## src/rtl/apb_master_bridge_if.sv

```systemverilog
// Request/response port and APB bus of the peripheral bridge, bundled as one interface.
// The master modport is the bridge's view; the slave modport is the CPU side plus the APB slaves.
interface apb_master_bridge_if #(
  parameter int unsigned NUM_SLV = 4
) ();

  logic                   req_valid;
  logic                   req_ready;
  logic                   req_write;
  logic [31:0]            req_addr;
  logic [31:0]            req_wdata;

  logic                   rsp_valid;
  logic [31:0]            rsp_rdata;
  logic                   rsp_err;

  logic [31:0]            PADDR;
  logic                   PWRITE;
  logic                   PENABLE;
  logic [31:0]            PWDATA;
  logic [NUM_SLV-1:0]     PSEL;
  logic [NUM_SLV*32-1:0]  PRDATA;
  logic [NUM_SLV-1:0]     PREADY;

  modport master (
    input  req_valid, req_write, req_addr, req_wdata, PRDATA, PREADY,
    output req_ready, rsp_valid, rsp_rdata, rsp_err,
    output PADDR, PWRITE, PENABLE, PWDATA, PSEL
  );

  modport slave (
    output req_valid, req_write, req_addr, req_wdata, PRDATA, PREADY,
    input  req_ready, rsp_valid, rsp_rdata, rsp_err,
    input  PADDR, PWRITE, PENABLE, PWDATA, PSEL
  );

endinterface

```

## src/rtl/apb_master_bridge.sv

```systemverilog
// Single-outstanding APB requester: decodes a request to one of NUM_SLV slaves, runs
// SETUP/ACCESS with a bounded wait-state timeout and returns a one-cycle response strobe.
module apb_master_bridge #(
  parameter int unsigned NUM_SLV   = 4,
  parameter logic [31:0] BASE_ADDR = 32'h1000_0000,
  parameter int unsigned TIMEOUT   = 16
) (
  input logic                 PCLK,
  input logic                 PRESET,
  apb_master_bridge_if.master io_bus
);

  typedef enum logic [1:0] {
    S_IDLE   = 2'd0,
    S_SETUP  = 2'd1,
    S_ACCESS = 2'd2,
    S_RESP   = 2'd3
  } state_t;

  state_t             r_state;
  state_t             w_state_next;

  logic               r_req_ready, w_req_ready_next;
  logic               r_rsp_valid, w_rsp_valid_next;
  logic [31:0]        r_rsp_rdata, w_rsp_rdata_next;
  logic               r_rsp_err,   w_rsp_err_next;
  logic [NUM_SLV-1:0] r_psel,      w_psel_next;
  logic               r_penable,   w_penable_next;
  logic               r_pwrite,    w_pwrite_next;
  logic [31:0]        r_paddr,     w_paddr_next;
  logic [31:0]        r_pwdata,    w_pwdata_next;
  logic [7:0]         r_cnt,       w_cnt_next;

  logic [3:0]         w_idx;
  logic [NUM_SLV-1:0] w_onehot;
  logic               w_hit;
  logic               w_accept;
  logic               w_pready;
  logic               w_timeout;
  logic [31:0]        w_prdata;
  logic [31:0]        w_prdata_slice [NUM_SLV];

  assign w_idx = io_bus.req_addr[15:12];

  // The latched one-hot select doubles as the slave index for the read-data/ready mux.
  genvar gi;
  generate
    for (gi = 0; gi < NUM_SLV; gi++) begin : g_slv
      assign w_onehot[gi]       = ({28'd0, w_idx} == 32'(gi));
      assign w_prdata_slice[gi] = io_bus.PRDATA[32*gi +: 32] & {32{r_psel[gi]}};
    end
  endgenerate

  always_comb begin
    w_prdata = '0;
    for (int i = 0; i < NUM_SLV; i++) begin
      w_prdata = w_prdata | w_prdata_slice[i];
    end
  end

  assign w_pready  = |(io_bus.PREADY & r_psel);
  assign w_hit     = (io_bus.req_addr[31:16] == BASE_ADDR[31:16]) && (|w_onehot);
  assign w_accept  = (r_state == S_IDLE) && io_bus.req_valid;
  assign w_timeout = (r_cnt == 8'(TIMEOUT - 1));

  always_ff @(posedge PCLK or posedge PRESET) begin
    if (PRESET) begin
      r_state     <= S_IDLE;
      r_req_ready <= 1'b1;
      r_rsp_valid <= 1'b0;
      r_rsp_rdata <= '0;
      r_rsp_err   <= 1'b0;
      r_psel      <= '0;
      r_penable   <= 1'b0;
      r_pwrite    <= 1'b0;
      r_paddr     <= '0;
      r_pwdata    <= '0;
      r_cnt       <= '0;
    end else begin
      r_state     <= w_state_next;
      r_req_ready <= w_req_ready_next;
      r_rsp_valid <= w_rsp_valid_next;
      r_rsp_rdata <= w_rsp_rdata_next;
      r_rsp_err   <= w_rsp_err_next;
      r_psel      <= w_psel_next;
      r_penable   <= w_penable_next;
      r_pwrite    <= w_pwrite_next;
      r_paddr     <= w_paddr_next;
      r_pwdata    <= w_pwdata_next;
      r_cnt       <= w_cnt_next;
    end
  end

  always_comb begin
    w_state_next = r_state;
    case (r_state)
      S_IDLE:   if (io_bus.req_valid) w_state_next = w_hit ? S_SETUP : S_RESP;
      S_SETUP:  w_state_next = S_ACCESS;
      S_ACCESS: if (w_pready || w_timeout) w_state_next = S_RESP;
      S_RESP:   w_state_next = S_IDLE;
      default:  w_state_next = S_IDLE;
    endcase
  end

  // Every output is a register; this process computes their next values.
  always_comb begin
    w_req_ready_next = (w_state_next == S_IDLE);
    w_rsp_valid_next = 1'b0;
    w_rsp_rdata_next = r_rsp_rdata;
    w_rsp_err_next   = r_rsp_err;
    w_psel_next      = r_psel;
    w_penable_next   = r_penable;
    w_pwrite_next    = r_pwrite;
    w_paddr_next     = r_paddr;
    w_pwdata_next    = r_pwdata;
    w_cnt_next       = r_cnt;
    case (r_state)
      S_IDLE: begin
        if (w_accept && w_hit) begin
          w_psel_next    = w_onehot;
          w_penable_next = 1'b0;
          w_pwrite_next  = io_bus.req_write;
          w_paddr_next   = io_bus.req_addr;
          w_pwdata_next  = io_bus.req_wdata;
        end else if (w_accept) begin
          w_rsp_valid_next = 1'b1;
          w_rsp_rdata_next = '0;
          w_rsp_err_next   = 1'b1;
        end
      end
      S_SETUP: begin
        w_penable_next = 1'b1;
      end
      S_ACCESS: begin
        w_cnt_next = r_cnt + 8'd1;
        // A ready slave wins over the timeout in the same cycle.
        if (w_pready || w_timeout) begin
          w_rsp_valid_next = 1'b1;
          w_rsp_err_next   = !w_pready;
          w_rsp_rdata_next = (w_pready && !r_pwrite) ? w_prdata : 32'd0;
          w_psel_next      = '0;
          w_penable_next   = 1'b0;
        end
      end
      S_RESP: begin
        w_cnt_next = '0;
      end
      default: begin
        w_psel_next    = '0;
        w_penable_next = 1'b0;
        w_cnt_next     = '0;
      end
    endcase
  end

  assign io_bus.req_ready = r_req_ready;
  assign io_bus.rsp_valid = r_rsp_valid;
  assign io_bus.rsp_rdata = r_rsp_rdata;
  assign io_bus.rsp_err   = r_rsp_err;
  assign io_bus.PSEL      = r_psel;
  assign io_bus.PENABLE   = r_penable;
  assign io_bus.PWRITE    = r_pwrite;
  assign io_bus.PADDR     = r_paddr;
  assign io_bus.PWDATA    = r_pwdata;

endmodule

```

## src/flat_wrapper.sv

```systemverilog
// flat-port wrapper written by rule: the top's interface ports become plain ports
module apb_master_bridge_flat 
#(
  parameter int unsigned NUM_SLV   = 4,
  parameter logic [31:0] BASE_ADDR = 32'h1000_0000,
  parameter int unsigned TIMEOUT   = 16
)
  (PCLK, PRESET, io_bus_req_valid, io_bus_req_write, io_bus_req_addr, io_bus_req_wdata, io_bus_PRDATA, io_bus_PREADY, io_bus_req_ready, io_bus_rsp_valid, io_bus_rsp_rdata, io_bus_rsp_err, io_bus_PADDR, io_bus_PWRITE, io_bus_PENABLE, io_bus_PWDATA, io_bus_PSEL);
  apb_master_bridge_if #(.NUM_SLV(NUM_SLV)) io_bus_i ();
  input logic PCLK;
  input logic PRESET;
  input wire logic [$bits(io_bus_i.req_valid)-1:0] io_bus_req_valid;
  input wire logic [$bits(io_bus_i.req_write)-1:0] io_bus_req_write;
  input wire logic [$bits(io_bus_i.req_addr)-1:0] io_bus_req_addr;
  input wire logic [$bits(io_bus_i.req_wdata)-1:0] io_bus_req_wdata;
  input wire logic [$bits(io_bus_i.PRDATA)-1:0] io_bus_PRDATA;
  input wire logic [$bits(io_bus_i.PREADY)-1:0] io_bus_PREADY;
  output wire logic [$bits(io_bus_i.req_ready)-1:0] io_bus_req_ready;
  output wire logic [$bits(io_bus_i.rsp_valid)-1:0] io_bus_rsp_valid;
  output wire logic [$bits(io_bus_i.rsp_rdata)-1:0] io_bus_rsp_rdata;
  output wire logic [$bits(io_bus_i.rsp_err)-1:0] io_bus_rsp_err;
  output wire logic [$bits(io_bus_i.PADDR)-1:0] io_bus_PADDR;
  output wire logic [$bits(io_bus_i.PWRITE)-1:0] io_bus_PWRITE;
  output wire logic [$bits(io_bus_i.PENABLE)-1:0] io_bus_PENABLE;
  output wire logic [$bits(io_bus_i.PWDATA)-1:0] io_bus_PWDATA;
  output wire logic [$bits(io_bus_i.PSEL)-1:0] io_bus_PSEL;
  assign io_bus_i.req_valid = io_bus_req_valid;
  assign io_bus_i.req_write = io_bus_req_write;
  assign io_bus_i.req_addr = io_bus_req_addr;
  assign io_bus_i.req_wdata = io_bus_req_wdata;
  assign io_bus_i.PRDATA = io_bus_PRDATA;
  assign io_bus_i.PREADY = io_bus_PREADY;
  assign io_bus_req_ready = io_bus_i.req_ready;
  assign io_bus_rsp_valid = io_bus_i.rsp_valid;
  assign io_bus_rsp_rdata = io_bus_i.rsp_rdata;
  assign io_bus_rsp_err = io_bus_i.rsp_err;
  assign io_bus_PADDR = io_bus_i.PADDR;
  assign io_bus_PWRITE = io_bus_i.PWRITE;
  assign io_bus_PENABLE = io_bus_i.PENABLE;
  assign io_bus_PWDATA = io_bus_i.PWDATA;
  assign io_bus_PSEL = io_bus_i.PSEL;
  apb_master_bridge #(.NUM_SLV(NUM_SLV), .BASE_ADDR(BASE_ADDR), .TIMEOUT(TIMEOUT)) u_core (.PCLK(PCLK), .PRESET(PRESET), .io_bus(io_bus_i));
endmodule
```

## config.mk

```make
export PLATFORM = sky130hd
export DESIGN_NAME = apb_master_bridge_flat
export DESIGN_NICKNAME = d
export VERILOG_FILES = /design/src/rtl/apb_master_bridge_if.sv /design/src/rtl/apb_master_bridge.sv /design/src/flat_wrapper.sv
export SDC_FILE = /design/constraint.sdc
export NUM_CORES = 1
export LEC_CHECK = 0
export ABC_AREA = 1
export CORE_AREA = 4 4 145 112
export DETAILED_ROUTE_END_ITERATION = 8
export DIE_AREA = 0 0 149 116
export GPL_TIMING_DRIVEN = 0
export PLACE_DENSITY = 0.9
export SLEW_MARGIN = 20
export SYNTH_ARGS = -nofsm -noshare
export SYNTH_HDL_FRONTEND = slang
export SYNTH_SLANG_ARGS = --single-unit
```

## constraint.sdc

```tcl
create_clock -name PCLK -period 4.45 [get_ports PCLK]
set_input_delay 0.89 -clock PCLK [delete_from_list [all_inputs] [get_ports PCLK]]
set_output_delay 0.89 -clock PCLK [all_outputs]
set_load 0.02 [all_outputs]
```

### Word level (Yosys, flattened, before mapping)

Index checks and enable logic that the tools add are counted.

| word-level totals | value |
|---|---|
| bits in registers | 115 |
| latch bits | 0 |
| RAM bits | 0 |
| memory bits (read-only) | 0 |
| bits of input ports | 200 |
| logic and storage cells | 75 |
| memories | 0 |

| cells by class | value |
|---|---|
| add/subtract/negate cells | 1 |
| $mul | 0 |
| divide/modulo/power cells | 0 |
| magnitude comparators | 0 |
| equality and inequality tests | 12 |
| shifts and indexed selects | 0 |
| muxes and demuxes | 24 |
| bitwise logic cells | 8 |
| reductions and logical operators | 19 |

Operators with widths:

| kind | count |
|---|---|
| $and A32 B32 Y32 | 4 |
| $mux W32 | 4 |
| $or A32 B32 Y32 | 3 |
| $pmux W32 S2 | 1 |
| $eq A16 B13 Y1 const B | 1 |
| $pmux W8 S2 | 1 |
| $add A8 B1 Y8 const B | 1 |
| $eq A4 B2 Y1 const B | 2 |
| $eq A8 B4 Y1 const B | 1 |
| $mux W1 | 8 |
| $mux W4 | 2 |
| $pmux W2 S4 | 1 |
| $pmux W4 S2 | 1 |
| $reduce_or A4 Y1 | 2 |
| $mux W2 | 3 |
| $reduce_and A3 Y1 | 2 |
| $and A4 B4 Y4 | 1 |
| $eq A2 B2 Y1 const B | 2 |
| $eq A4 B1 Y1 const B | 1 |
| $logic_and A1 B1 Y1 | 4 |
| $logic_not A2 Y1 | 2 |
| $logic_not A4 Y1 | 1 |
| $ne A2 B1 Y1 const B | 2 |
| $ne A2 B2 Y1 const B | 2 |
| other kinds (9) | 12 |

### Longest topological paths before layout

| depth | value |
|---|---|
| word-level depth | 7 |
| depth in mapped cells | 11 |

### Least setup slack after synthesis

No wires, ideal clock.

| timing | value |
|---|---|
| path type | input -> register |
| from | input io_bus_req_addr[31] |
| to | register u_core.r_paddr[14], in the netlist u_core.io_bus.PADDR[14] |
| library setup time | 0.114 ns |
| arrival time | 1.790 ns |
| required time | 4.336 ns |
| slack | 2.546 ns |
| stages on the path | 8 |
| cell sequence | nor2_1 -> nand3_1 -> nor2_2 -> nand3_4 -> buf_2 -> buf_2 -> nand2_1 -> inv_1 |

| between the ends | value |
|---|---|
| word-level cells in the longest chain between the ends | 4 |

Ends and longest elaborated chain:

| item | RTL line | source |
|---|---|---|
| start, declared | flat_wrapper.sv:14 | `input wire logic [$bits(io_bus_i.req_addr)-1:0] io_bus_req_addr;` |
| $eq A16 B13 Y1 | apb_master_bridge.sv:62 | `assign w_hit = (io_bus.req_addr[31:16] == BASE_ADDR[31:16]) && (\|w_onehot);` |
| $logic_and A1 B1 Y1 | apb_master_bridge.sv:62 |  |
| $logic_and A1 B1 Y1 | apb_master_bridge.sv:119 | `if (w_accept && w_hit) begin` |
| $reduce_and A2 Y1 (no line) | n/a |  |
| end signal, assigned | apb_master_bridge.sv:88 | `r_paddr <= w_paddr_next;` |
| end, declared | apb_master_bridge.sv:30 | `logic [31:0] r_paddr, w_paddr_next;` |

No other way between the ends.
A chain may end at the register's enable or synchronous reset.

### Worst setup path after layout

| timing | value |
|---|---|
| from | register u_core.r_req_ready, in the netlist u_core.io_bus.req_ready |
| to | output io_bus_req_ready |

RTL lines:

| item | RTL line | source |
|---|---|---|
| start, declared | apb_master_bridge.sv:23 | `logic r_req_ready, w_req_ready_next;` |
| start signal, assigned | apb_master_bridge.sv:81 | `r_req_ready <= w_req_ready_next;` |
| end, declared | flat_wrapper.sv:18 | `output wire logic [$bits(io_bus_i.req_ready)-1:0] io_bus_req_ready;` |

No word-level cell between the ends.

==> key figures <==
Worst setup path
  – Crit-path max cell delay: 0.60 ns
  – Crit path DAT: 1.52 ns
  – RR Endpoint: u_core.io_bus.rsp_rdata[4]$_DFFE_PP0P_
  – Max FO, Critical Path: 1
  – Worst Path Class, Setup: flop to output port
  – Critical-path top delay cell: clkdlybuf4s50_1
  – Buffers and inverters on the worst path: 1
  – Setup crit start kind: flop
  – Worst r2r src: u_core.r_state[0]$_DFF_PP0_
  – R2R Setup Slk: 2.49 ns
  – CP top delay family: buffers and inverters
  – WP data required: 3.56 ns
  – Cell Chain, Critical Path: clkdlybuf4s50_1
  – Critical path capture point type: output port
  – Register-to-Register Path Depth: 10

Clock tree
  – Num CTS Buffers: 17
  – Worst skew pair latency: 0.40 ns
  – CTS tree: done
  – Htree depth: 4
  – Max clock buf depth: 2
  – CTS hold repair buffers: 0
  – Root buffer cell: clkbuf_16
  – CTS sink cnt: around 120
  – Post-CTS Resized: 0
  – Reg clk slew, reported paths: approximately 0.06 ns
  – Post-CTS setup buffers: 0

Cells and area
  – Final Cell Area: 0.009802 mm^2
  – Fillers: approximately 1200
  – N_diodes: 0
  – Layout Nets: around 1300
  – Syn-to-layout area delta: 66.79%
  – Layout cells sized above 1: 9.936%
  – Area occupied by multi-input gates: roughly 0.0024 mm^2
  – Most frequent cells in the layout: 304 x clkdlybuf4s50_1, 212 x nand2_1, 114 x dfrtp_1
  – Most common library cell in the layout ignoring fill and taps: clkdlybuf4s50_1
  – Register area: 0.002879 mm^2

Hold path
  – Min-delay worst type: flop to flop
  – Hold Crit Depth: 2
  – Hold Path Origin: u_core.io_bus.PADDR[30]$_DFFE_PP0P_
  – Hold EP: u_core.io_bus.PADDR[30]$_DFFE_PP0P_

Die
  – Die Y: 116 um
  – Core area: roughly 0.015 mm^2
  – # IOs: 305
  – Initial core utilization: 39.36%
  – Rows: 39
  – Die area: 0.01728 mm^2
  – Chip width: around 150 um

Detailed routing
  – # DRC: 0
  – Post-route ant nets: 0
  – Routed WL: between 20 and 25 mm
  – Via-to-Cell Ratio: between 4 and 5
  – Avg WL per Cell: 16.03 um
  – DRT Pass-1 Iters: 5
  – Routed via count: 6210
  – First DRT Iteration DRCs: around 330

Logic synthesis
  – Syn Nets: 956
  – Synth Flop Type: dfrtp_1
  – Gate Count Post-Synth: 750
  – Synthesis-stage register bit count: roughly 120
  – Cell variety after synth: 30
  – Post-Syn Area: 0.005877 mm^2
  – Post-synth EDFFs: 0
  – Seq/Total Area, Yosys: between 40 and 50%
  – Asr flop ratio synth: 100.0%
  – Post-Syn Area per Cell: roughly 7.8 um^2
  – Yosys warnings: 0

Timing
  – Minimum clock period: around 2.4 ns
  – Hold slack: between 0.4 and 0.5 ns
  – Hold Vio Cnt, Final: 0
  – Skew final: 0.005255 ns
  – Slew Limit Fails: 0
  – Worst slew pin tran: 0.4913 ns
  – Fin crit share: 54.15%
  – Final setup viols: 0
  – Unrepaired setup endpoints after global routing: no
  – Max Clk Rate: 415.0 MHz
  – Fin Setup TNS: 0 ns
  – Relative slew slack: 67.25%

GRT
  – First-pass GRT wire length: about 31 mm
  – Via count of the first global-routing pass: 6190
  – Initial antenna violation count: 0
  – Total grt overflow: 0
  – GRT Util Overall: 23.03%
  – Largest net degree at the start of global routing: 80

Outcome
  – Status: completed

Power and ir drop
  – Total power: 3.908 mW
  – P per Cell Area: 398.7 mW/mm^2
  – Leak Pwr: 4.699 nW
  – VDD IR max: 0.3302 mV

Placement
  – Port Buffers: 304
  – DP HPWL: ~17 mm
  – RD Place Congestion: 0.8487
  – Placement Cell Area: 0.009209 mm^2

Flow run
  – Max-cap viol count: 0
per-layer routing:
layer / track usage [%] / vias up / wire length [um]
met4: 8.232 / 0 / 486
met5: 0 / - / 0
met3: 6.372 / 40 / 1795
met2: 40.55 / 268 / 10380
li1: - / 2992 / -
met1: 27.24 / 2910 / 8044
power breakdown:
part           internal [mW]  switching (mW)  leakage (nW)
Sequential              1.10          0.0411          1.35
Clock                  0.846           0.516         0.284
Combinational          0.581           0.819          3.07
Total                   2.53            1.38          4.70
cell families (layout without fill, tap and decap cells):
kind of cell	Yosys count	in the layout	synth area share, %
buffers and inverters	122	459	9.878
AO/OA/AOI/OAI	91	91	7.877
adder cells (fa/ha/maj)	6	6	1.277
XOR/XNOR	1	1	0.1491
AND/OR/NAND/NOR	415	415	31.83
flip-flops	115	115	48.99
per-stage QoR:
step	util [%]	setup WS, ns	instances
6_report	65.64	2.040	1292
5_1_grt	65.64	2.001	1292
4_1_cts	65.64	2.017	1292
3_5_place_dp	61.67	1.721	1260
3_3_place_gp	61.45	-1.202	1259
2_1_floorplan	-	0.5176	750
worst reg2reg max path, stage by stage (launching register included):
cell and delay [ns]:
dfrtp_1 0.43, inv_1 0.13, ha_1 0.17, buf_2 0.23, inv_2 0.09, nor2_2 0.13, nand2_1 0.16, buf_2 0.23
nor2_1 0.15, nand3_2 0.09, nand2_1 0.08
synthesized netlist by cell type (all sizes together), types with 2 or more instances:
master / n / share of area, %
a21oi: 84 / 7.3
ha: 6 / 1.3
dfrtp: 114 / 49
nor2: 107 / 7.2
buf: 30 / 4.0
clkbuf: 11 / 0.70
nand2: 221 / 15
nor3: 4 / 0.43
nor4: 2 / 0.21
inv: 81 / 5.2
o21ai: 7 / 0.60
nand3: 79 / 8.8
area by class of cell:
| type | instances | share of cell area, % |
|---|---|---|
| repair buffers | 305 | 31.32 |
| flip-flops and latches | 115 | 29.37 |
| multi-input cells | 513 | 24.66 |
| clock buffers | 18 | 4.480 |
| inverters | 81 | 3.178 |
| plain buffers | 41 | 2.796 |
| well taps | 205 | 2.617 |
| clock inverters | 14 | 1.570 |
registers in the layout, summed over array words and instances, names as in the netlist:
register,count
u_core.io_bus.PADDR,32
u_core.io_bus.PENABLE,1
u_core.io_bus.PSEL,4
u_core.io_bus.PWDATA,32
u_core.io_bus.PWRITE,1
u_core.io_bus.req_ready,1
u_core.io_bus.rsp_err,1
u_core.io_bus.rsp_rdata,32
u_core.io_bus.rsp_valid,1
u_core.r_cnt,8
u_core.r_state,2
worst max-delay path by stage:
stage | cells past startpoint | slack [ns] | endpoint | startpoint
floorplan | 1 | 0.52 | u_core.io_bus.PADDR[0]$_DFFE_PP0P_ | PRESET
global placement | 2 | -1.20 | u_core.io_bus.rsp_rdata[0]$_DFFE_PP0P_ | PRESET
detailed placement | 9 | 1.72 | u_core.io_bus.PADDR[20]$_DFFE_PP0P_ | io_bus_req_addr[21]
CTS | 1 | 2.02 | io_bus_req_ready | u_core.io_bus.req_ready$_DFF_PP1_
global route | 1 | 2.00 | io_bus_req_ready | u_core.io_bus.req_ready$_DFF_PP1_
finish | 1 | 2.04 | io_bus_req_ready | u_core.io_bus.req_ready$_DFF_PP1_
No activity file was read; power rests on OpenSTA's default activity.
